`config.mk`:
```
export PLATFORM = sky130hd
export DESIGN_NAME = mem_access_unit
export DESIGN_NICKNAME = d
export VERILOG_FILES = /design/src/rtl/mau_pkg.sv /design/src/rtl/mau_align.sv /design/src/rtl/mem_access_unit.sv
export SDC_FILE = /design/constraint.sdc
export NUM_CORES = 1
export LEC_CHECK = 0
export BUFFER_PORTS_ARGS = -buffer_cell sky130_fd_sc_hd__buf_2
export CAP_MARGIN = 20
export CORE_MARGIN = 2
export CORE_UTILIZATION = 40
export CTS_BUF_LIST = sky130_fd_sc_hd__clkbuf_8
export CTS_CLUSTER_SIZE = 12
export DETAILED_ROUTE_END_ITERATION = 6
export SLEW_MARGIN = 20
export SYNTH_ARGS = -nofsm -noshare
export SYNTH_HDL_FRONTEND = slang
export SYNTH_SLANG_ARGS = --single-unit
```
`constraint.sdc`:
```
create_clock -name clk -period 3.45 [get_ports clk]
set_clock_uncertainty 0.2 [all_clocks]
set_input_delay 0.345 -clock clk [delete_from_list [all_inputs] [get_ports clk]]
set_output_delay 0.345 -clock clk [all_outputs]
set_load 0.01 [all_outputs]
```
`src/rtl/mau_pkg.sv`:
```
// Shared types and constants for the load/store controller: FSM states,
// RISC-V funct3 encodings and the legal funct3 sets for each direction.
package mau_pkg;

  typedef enum logic [2:0] {
    IDLE,
    LOAD,
    STORE,
    RMW_RD,
    RMW_WR,
    RESP
  } state_t;

  localparam logic [2:0] F3_B  = 3'b000;
  localparam logic [2:0] F3_H  = 3'b001;
  localparam logic [2:0] F3_W  = 3'b010;
  localparam logic [2:0] F3_BU = 3'b100;
  localparam logic [2:0] F3_HU = 3'b101;

  // Bit n set means funct3 value n is legal for that direction.
  localparam logic [7:0] LOAD_F3_SET  = 8'b0011_0111;
  localparam logic [7:0] STORE_F3_SET = 8'b0000_0111;

  function automatic logic f3_valid(input logic write, input logic [2:0] f3);
    return write ? STORE_F3_SET[f3] : LOAD_F3_SET[f3];
  endfunction

  function automatic logic f3_misaligned(input logic [2:0] f3, input logic [1:0] lo);
    case (f3)
      F3_H, F3_HU: return lo[0];
      F3_W:        return (lo != 2'b00);
      default:     return 1'b0;
    endcase
  endfunction

endpackage

```
`src/rtl/mau_align.sv`:
```
// Combinational lane logic: sub-word load extract/extend and store lane merge.
module mau_align
  import mau_pkg::*;
(
  input  logic [2:0]  funct3,
  input  logic [1:0]  byte_off,
  input  logic [31:0] load_word,
  input  logic [31:0] store_word,
  input  logic [31:0] wdata,
  output logic [31:0] load_data,
  output logic [31:0] merge_data
);

  logic [7:0]  byte_sel;
  logic [15:0] half_sel;

  always_comb begin
    byte_sel = load_word[{byte_off, 3'b000} +: 8];
    half_sel = byte_off[1] ? load_word[31:16] : load_word[15:0];
    case (funct3)
      F3_B:    load_data = {{24{byte_sel[7]}}, byte_sel};
      F3_BU:   load_data = {24'h0, byte_sel};
      F3_H:    load_data = {{16{half_sel[15]}}, half_sel};
      F3_HU:   load_data = {16'h0, half_sel};
      default: load_data = load_word;
    endcase
  end

  always_comb begin
    merge_data = store_word;
    if (funct3 == F3_B) begin
      merge_data[{byte_off, 3'b000} +: 8] = wdata[7:0];
    end else if (funct3 == F3_H) begin
      if (byte_off[1]) merge_data[31:16] = wdata[15:0];
      else             merge_data[15:0]  = wdata[15:0];
    end
  end

endmodule

```
`src/rtl/mem_access_unit.sv`:
```
// Load/store controller for a word-wide memory; sub-word stores use read-modify-write.
// Optional MAU_STATS_EN adds load/store/error response counters.
module mem_access_unit
  import mau_pkg::*;
#(
  parameter int MEM_DEPTH = 16384
) (
  input  logic        clk,
  input  logic        reset,
  input  logic        req_valid,
  output logic        req_ready,
  input  logic        req_write,
  input  logic [2:0]  req_funct3,
  input  logic [31:0] req_addr,
  input  logic [31:0] req_wdata,
  output logic        resp_valid,
  output logic [31:0] resp_rdata,
  output logic        resp_err,
  output logic [31:0] mem_addr,
  output logic [31:0] mem_din,
  output logic        mem_read,
  output logic        mem_write,
  input  logic [31:0] mem_dout
`ifdef MAU_STATS_EN
  ,
  output logic [31:0] stat_loads,
  output logic [31:0] stat_stores,
  output logic [31:0] stat_errs
`endif
);

  localparam logic [32:0] ADDR_LIMIT = 33'(MEM_DEPTH) * 33'd4;

  state_t      state_q, state_d;
  logic        write_q, write_d;
  logic [2:0]  funct3_q, funct3_d;
  logic [31:0] addr_q, addr_d;
  logic [31:0] wdata_q, wdata_d;
  logic [31:0] rdata_q, rdata_d;
  logic [31:0] merge_q, merge_d;
  logic        err_q, err_d;
  logic        req_err;
  logic [31:0] load_data;
  logic [31:0] merge_data;

  mau_align u_align (
    .funct3     (funct3_q),
    .byte_off   (addr_q[1:0]),
    .load_word  (mem_dout),
    .store_word (merge_q),
    .wdata      (wdata_q),
    .load_data  (load_data),
    .merge_data (merge_data)
  );

  assign req_err = !f3_valid(req_write, req_funct3)
                || f3_misaligned(req_funct3, req_addr[1:0])
                || ({1'b0, req_addr} >= ADDR_LIMIT);

  always_comb begin
    state_d  = state_q;
    write_d  = write_q;
    funct3_d = funct3_q;
    addr_d   = addr_q;
    wdata_d  = wdata_q;
    rdata_d  = rdata_q;
    merge_d  = merge_q;
    err_d    = err_q;
    case (state_q)
      IDLE: begin
        if (req_valid) begin
          write_d  = req_write;
          funct3_d = req_funct3;
          addr_d   = req_addr;
          wdata_d  = req_wdata;
          rdata_d  = 32'h0;
          err_d    = req_err;
          if (req_err)                  state_d = RESP;
          else if (!req_write)          state_d = LOAD;
          else if (req_funct3 == F3_W)  state_d = STORE;
          else                          state_d = RMW_RD;
        end
      end
      LOAD: begin
        rdata_d = load_data;
        state_d = RESP;
      end
      STORE:   state_d = RESP;
      RMW_RD: begin
        merge_d = mem_dout;
        state_d = RMW_WR;
      end
      RMW_WR:  state_d = RESP;
      RESP:    state_d = IDLE;
      default: state_d = IDLE;
    endcase
  end

  always_ff @(posedge clk) begin
    if (reset) begin
      state_q  <= IDLE;
      write_q  <= 1'b0;
      funct3_q <= 3'b000;
      addr_q   <= 32'h0;
      wdata_q  <= 32'h0;
      rdata_q  <= 32'h0;
      merge_q  <= 32'h0;
      err_q    <= 1'b0;
    end else begin
      state_q  <= state_d;
      write_q  <= write_d;
      funct3_q <= funct3_d;
      addr_q   <= addr_d;
      wdata_q  <= wdata_d;
      rdata_q  <= rdata_d;
      merge_q  <= merge_d;
      err_q    <= err_d;
    end
  end

  // Strobes are masked by reset so an aborted store never commits.
  always_comb begin
    req_ready  = (state_q == IDLE);
    mem_addr   = {addr_q[31:2], 2'b00};
    mem_read   = !reset && ((state_q == LOAD) || (state_q == RMW_RD));
    mem_write  = !reset && ((state_q == STORE) || (state_q == RMW_WR));
    mem_din    = 32'h0;
    if (state_q == STORE)       mem_din = wdata_q;
    else if (state_q == RMW_WR) mem_din = merge_data;
    resp_valid = !reset && (state_q == RESP);
    resp_rdata = resp_valid ? rdata_q : 32'h0;
    resp_err   = resp_valid && err_q;
  end

`ifdef MAU_STATS_EN
  logic [31:0] loads_q, loads_d;
  logic [31:0] stores_q, stores_d;
  logic [31:0] errs_q, errs_d;

  always_comb begin
    loads_d  = loads_q;
    stores_d = stores_q;
    errs_d   = errs_q;
    if (state_q == RESP) begin
      if (err_q)        errs_d   = errs_q + 32'd1;
      else if (write_q) stores_d = stores_q + 32'd1;
      else              loads_d  = loads_q + 32'd1;
    end
  end

  always_ff @(posedge clk) begin
    if (reset) begin
      loads_q  <= 32'h0;
      stores_q <= 32'h0;
      errs_q   <= 32'h0;
    end else begin
      loads_q  <= loads_d;
      stores_q <= stores_d;
      errs_q   <= errs_d;
    end
  end

  assign stat_loads  = loads_q;
  assign stat_stores = stores_q;
  assign stat_errs   = errs_q;
`endif

endmodule

```
-- Word-level counts from Yosys, hierarchy flattened
Memories as Yosys holds them, arrays and structs flattened.
Cells that the tools add are included.
- bits in registers: 135
- ROM bits: 16
- input port bits: 103
- output and inout port bits: 101
- word-level logic and storage cells: 66
- memories: 2
- add/sub/neg operators: 1
- $lt $le $gt $ge: 2
- eq/ne operators: 12
- shift operators: 3
- mux-type cells: 21
- reduce and logical (&&, ||, !) cells: 18
- memory list (memory ; words ; width ; rd ports ; clocked after Yosys merged registers in ; write ports ; RTL line ; source):
    (no name shown) ; 8 ; 1 ; 1 ; 0 ; 0 ; mau_pkg.sv:25 ; return write ? STORE_F3_SET[f3] : LOAD_F3_SET[f3];
    (no name shown) ; 8 ; 1 ; 1 ; 0 ; 0 ; mau_pkg.sv:25 ;
- operators with widths (cell ; number):
    32-bit two-way mux ; 6
    32-bit one-hot mux with 4 select lines ; 1
    32-bit one-hot mux with 2 select lines ; 1
    16-bit two-way mux ; 3
    32-bit bitwise mux ; 1
    32-bit by 17-bit greater-or-equal comparator with 1-bit output (second input constant) ; 1
    8-bit by 7-bit variable shift with 32-bit output (first input constant) ; 1
    32-bit by 6-bit variable part select with 8-bit output ; 1
    8-bit by 7-bit variable part select with 32-bit output ; 1
    3-bit equality test (second input constant) ; 5
    3-bit by 1-bit equality test with 1-bit output (second input constant) ; 3
    3-bit by 2-bit equality test with 1-bit output (second input constant) ; 3
    3-bit one-hot mux with 3 select lines ; 1
    5-bit negator with 7-bit output ; 1
    3-bit zero test ; 2
    3-bit two-way mux ; 2
    1-bit logical AND ; 4
    1-bit logical OR ; 4
    3-bit by 4-bit < comparator with 1-bit output (second input constant) ; 1
    1-bit two-way mux ; 4
    2-bit AND reduction ; 2
    2-bit nonzero test ; 2
    3-bit OR reduction ; 1
    1-bit zero test ; 2
    4 further kinds ; 4

-- Depth between registers and ports, before layout
- depth after elaboration: 9
- depth in mapped cells: 9

-- By module
A second synthesis with hierarchy kept.
- cells, all modules: 948
- area total of the unflattened synthesis: 7258.2 um^2
- modules (own cells, without submodules) (module ; instances ; cells each ; area each (um^2)):
    mem_access_unit ; 1 ; 720 ; 5567.8
    mau_align ; 1 ; 228 ; 1690.4

-- Least setup slack after synthesis
Ideal clock, no wire load.
- path kind: reg2out
- from: reg addr_q[1]
- to: out mem_din[10]
- arrival time: 2.028 ns
- slack: 0.877 ns
- cell stages (with the launch flop): 10
- path through: dfxtp_1 buf_2 buf_4 inv_1 ha_1 and4b_1 clkbuf_2 a221oi_1 nor3_1 o21a_1
- word-level cells in the longest chain between the ends: 6
- elaborated cells between the ends (all ways): 9
- those cells by class: add/sub: 1; shift: 2; mux: 6
- RTL lines (what ; RTL line ; source):
    start, declared ; mem_access_unit.sv:37 ; logic [31:0] addr_q, addr_d;
    start signal, assigned ; mem_access_unit.sv:113 ; addr_q <= addr_d;
    5-bit negator with 7-bit output ; mau_align.sv:32 ; merge_data[{byte_off, 3'b000} +: 8] = wdata[7:0];
    8-bit by 7-bit variable part select with 32-bit output or 8-bit by 7-bit variable shift with 32-bit output (tied branches) ; mau_align.sv:32 ;
    32-bit bitwise mux ; mau_align.sv:32 ;
    32-bit two-way mux * ; mau_align.sv:31 ; if (funct3 == F3_B) begin
    32-bit two-way mux * ; mem_access_unit.sv:129 ; else if (state_q == RMW_WR) mem_din = merge_data;
    32-bit two-way mux * ; mem_access_unit.sv:128 ; if (state_q == STORE) mem_din = wdata_q;
    end, declared ; mem_access_unit.sv:20 ; output logic [31:0] mem_din,
Mark *: on every way between the ends. The rest lies on a longest branch, timed or not.

-- Worst setup path after layout
- from: reg addr_q[0]
- to: out mem_din[25]
- word-level cells in the longest chain between the ends: 6
- elaborated cells between the ends (all ways): 7
- those cells by class: add/sub: 1; shift: 2; mux: 4
- RTL lines (what ; RTL line):
    5-bit negator with 7-bit output * ; mau_align.sv:32
    8-bit by 7-bit variable part select with 32-bit output or 8-bit by 7-bit variable shift with 32-bit output (tied branches) ; mau_align.sv:32
    32-bit bitwise mux * ; mau_align.sv:32
    32-bit two-way mux * ; mau_align.sv:31
    32-bit two-way mux * ; mem_access_unit.sv:129
    32-bit two-way mux * ; mem_access_unit.sv:128
Marks and branches as above.

==> summary.txt <==
STA
  • Max Slew Vio Count: 0
  • Final period utilization: 0.936
  • Fin Hold WS: ~40 ps
  • Upper clock frequency limit: 310 MHz
  • RSZ-0062 raised after global routing: no
  • Worst Tran Pin Value: around 810 ps
  • Fin. Hold Viols: 0
  • Min Tclk post-route: about 3200 ps
  • Max-slew headroom: 0.460
  • TNS Setup: 0 ps
  • Final setup violating endpoints: 0

Hold path
  • Hold_sp: req_valid
  • Worst hold-check path type: primary input to flip-flop

Final layout
  • Fraction of layout cells with a size suffix above 1: 0.266
  • ANT cells: 0
  • Final net count: 1179
  • Synth-to-Final Area Change: 33.6%
  • Utilization after layout: 0.542

Yosys
  • Synth Area in Compound Gates: 0.252
  • Average size of a mapped cell: slightly above 8 um2
  • Synth Instances: roughly 830
  • Largest family of logic cells by synthesized area: compound AO/OA/AOI/OAI gates
  • Synth Register Bits: 135
  • Seq/Total Area, Yosys: 0.404
  • EDFF count, synth: 0
  • Top_reg_cell synth: dfxtp_1
  • Mux contribution to synthesized area: 0.0303
  • Post-synthesis simple-gate area fraction: 0.215
  • Netlist cell types: 57
  • Synth Area in XOR/XNOR: 0
  • Post-synth ARST share: 0
  • Synth warn: 0
  • Adder-Cell Fraction of Synth Area: 0.00936
  • Cell Area, Synth: 6680 um2

GRT
  • First-pass GRT wire length: between 30000 and 40000 um
  • Initial antenna violation count: 0
  • GRT Residual Overflow: 0
  • Total GRT Usage: 0.250
  • Largest net degree at the start of global routing: 73
  • Vias in the first global route: 6599

Floorplanning
  • DIE WIDTH: 133 um
  • Die ar.: roughly 18000 um2
  • DIE HEIGHT: 133 um
  • Initial Util: 0.406
  • Core area: between 15000 and 20000 um2
  • I/O pin cnt: 204
  • Site row count: 47

Route
  • WL/cell: 17.1 um
  • Post-DRT Antenna Nets: 0
  • Initial detailed-routing violation count: 487
  • Vias per inst: 5.28
  • Vias: 6887
  • Drt total wl: 22300 um
  • 1st-pass router iterations: 5
  • Drc violations: 0

Worst setup path
  • Crit-path slowest cell: dfxtp_1
  • Reg-to-reg startpoint: state_q[0]$_SDFFE_PP0P_
  • CP Cell Sequence: inv_1 > ha_1 > nor4bb_1 > buf_4 > a221oi_1 > a21oi_1 > a22o_1 > buf_2
  • Slowest stage delay, CP: 540 ps
  • Crit path launch: addr_q[0]$_SDFFE_PP0P_
  • Worst Setup Start Kind: flip-flop
  • Crit path arrival time: 2680 ps
  • Critical path endpoint category: output pin
  • Kind of critical path: flip-flop to output pin
  • Worst Path Required: 2900 ps
  • CP Max Fanout: 11

Clocking
  • Setup bufs post-CTS: 0
  • CTS tree: built
  • CTS clock-pin slew for the worst setup and hold paths: 70 ps
  • Cts repair resizes: 0
  • CTS Buf Count: 17
  • TritonCTS Sinks: 135
  • Clock root buffer: clkbuf_8
  • CTS H-tree lvls: 4
  • Worst skew pair latency: about 450 ps
  • Max clock buf depth: 2

Place
  • PortBufs: 201
  • DP Wirelength: 15300 um
  • Gpl congestion: 0.876

Power and ir drop
  • Leakage: 3.69 nW
  • Pwr Density: ~400 nW/um2
  • Worst vdd ir: 257 uV

Status
  • Status: completed

Flow run
  • Max_cap viols: 0
## cells in the final DEF (no fill, tap or decap), types with 3 or more instances in the layout
master / netlist / routed
dfxtp_1: 135 / 135
o21ba_2: 5 / 5
nor2_1: 21 / 21
inv_1: 6 / 7
o221ai_1: 7 / 7
ha_1: 5 / 5
nor3_1: 12 / 11
a221oi_1: 11 / 11
a21oi_1: 115 / 115
buf_2: 16 / 200
a22o_1: 17 / 17
mux2i_1: 9 / 9
dlygate4sd3_1: 0 / 100
or2_2: 3 / 3
and2_1: 42 / 41
o21ai_0: 18 / 18
clkinvlp_4: 0 / 3
clkinv_4: 0 / 3
a21boi_0: 9 / 9
o31ai_1: 8 / 8
clkinv_2: 0 / 5
a221o_1: 24 / 24
mux2_2: 8 / 8
nand3_1: 3 / 3
nand2_1: 220 / 219
clkbuf_8: 0 / 19
buf_4: 37 / 16
o21a_1: 9 / 9
a221oi_2: 5 / 5
nor4_1: 4 / 4
a31oi_1: 3 / 3
## critical path, delay by kind of cell (launching register included)
family	cells	cell delay, ps
DFF	1	540
AOI/OAI and AO/OA	3	520
adders and majority gates	1	360
and+or+nand+nor	1	330
buffers and inverters	3	500
## logic make-up (layout without fill, tap and decap cells)
family                     after synthesis  count (layout)
DFF                                    135             135
AOI/OAI and AO/OA                      245             245
buffers and inverters                  102             356
and+or+nand+nor                        323             323
other                                    1               2
adders and majority gates                5               5
muxes                                   18              18
## power breakdown
part	total [mW]	switching, mW	internal (mW)
sequential	1.70	0.0644	1.64
clock	1.24	0.642	0.600
combinational	0.643	0.351	0.292
total	3.59	1.06	2.53
## state kept, by name (all words and copies together) (netlist names)
name and count:
state_q 3, err_q 1, merge_q 32, addr_q 32
funct3_q 3, wdata_q 32, rdata_q 32
## path summary, 6_finish.rpt
path / cells past startpoint / to / slack, ps
worst min register to register: 2 / addr_q[15]$_SDFFE_PP0P_ / 250
worst min-delay path: 3 / state_q[2]$_SDFFE_PP0P_ / 40
worst max register to register: 5 / rdata_q[18]$_SDFFE_PP0P_ / 1190
worst max-delay path: 8 / mem_din[25] / 220
## timing repair
item / 4_1_cts / 5_1_grt
hold buffers: 100 / 0
hold endpoints to repair: 112 / 0
setup endpoints to repair: 0 / 0
## synth_stat cells, drive strengths merged (5+ instances only)
library cell  number  share of area
a21boi             9          0.010
a21oi            117          0.089
a221o             24          0.036
a221oi            16          0.026
a22o              17          0.022
and2              42          0.039
buf               62          0.065
clkbuf            33          0.019
dfxtp            135           0.40
ha                 5         0.0094
inv                7         0.0039
mux2               8          0.013
mux2i              9          0.013
nand2            220           0.12
nor2              23          0.014
nor3              13          0.010
nor4               5         0.0056
o21a               9          0.010
o21ai             20          0.016
o21ba              5         0.0075
o221ai             7         0.0092
o31ai              8         0.0090
## layout make-up
class / count / area, um2
Fill cell: 1609 / 7540
Multi-Input combinational cell: 593 / 3410
Sequential cell: 135 / 2700
Timing Repair Buffer: 317 / 2140
Tap cell: 220 / 275
Clock buffer: 19 / 262
Clock inverter: 13 / 108
Inverter: 7 / 26.3
## per-stage QoR
step	area, um2	worst slack [ps]	total power [mW]	cells
finish	8920	222	3.59	1304
global route	8920	93.1	3.75	1304
CTS	8920	219	3.60	1304
detailed placement	7550	758	2.29	1172
global placement	7550	810	2.28	1172
floorplan	6690	877	2.11	830
## routing by layer
metal  wire (um)  track usage  part of all wire  up-vias
met3        1370       0.0498             0.061       33
met2       10800        0.426              0.48      270
li1            -            -                 -     3346
met1        9670        0.317              0.43     3238
met4         478       0.0875             0.021        0
met5           0            0                 0        -
Note: power is estimated with default switching activity, not from simulation.
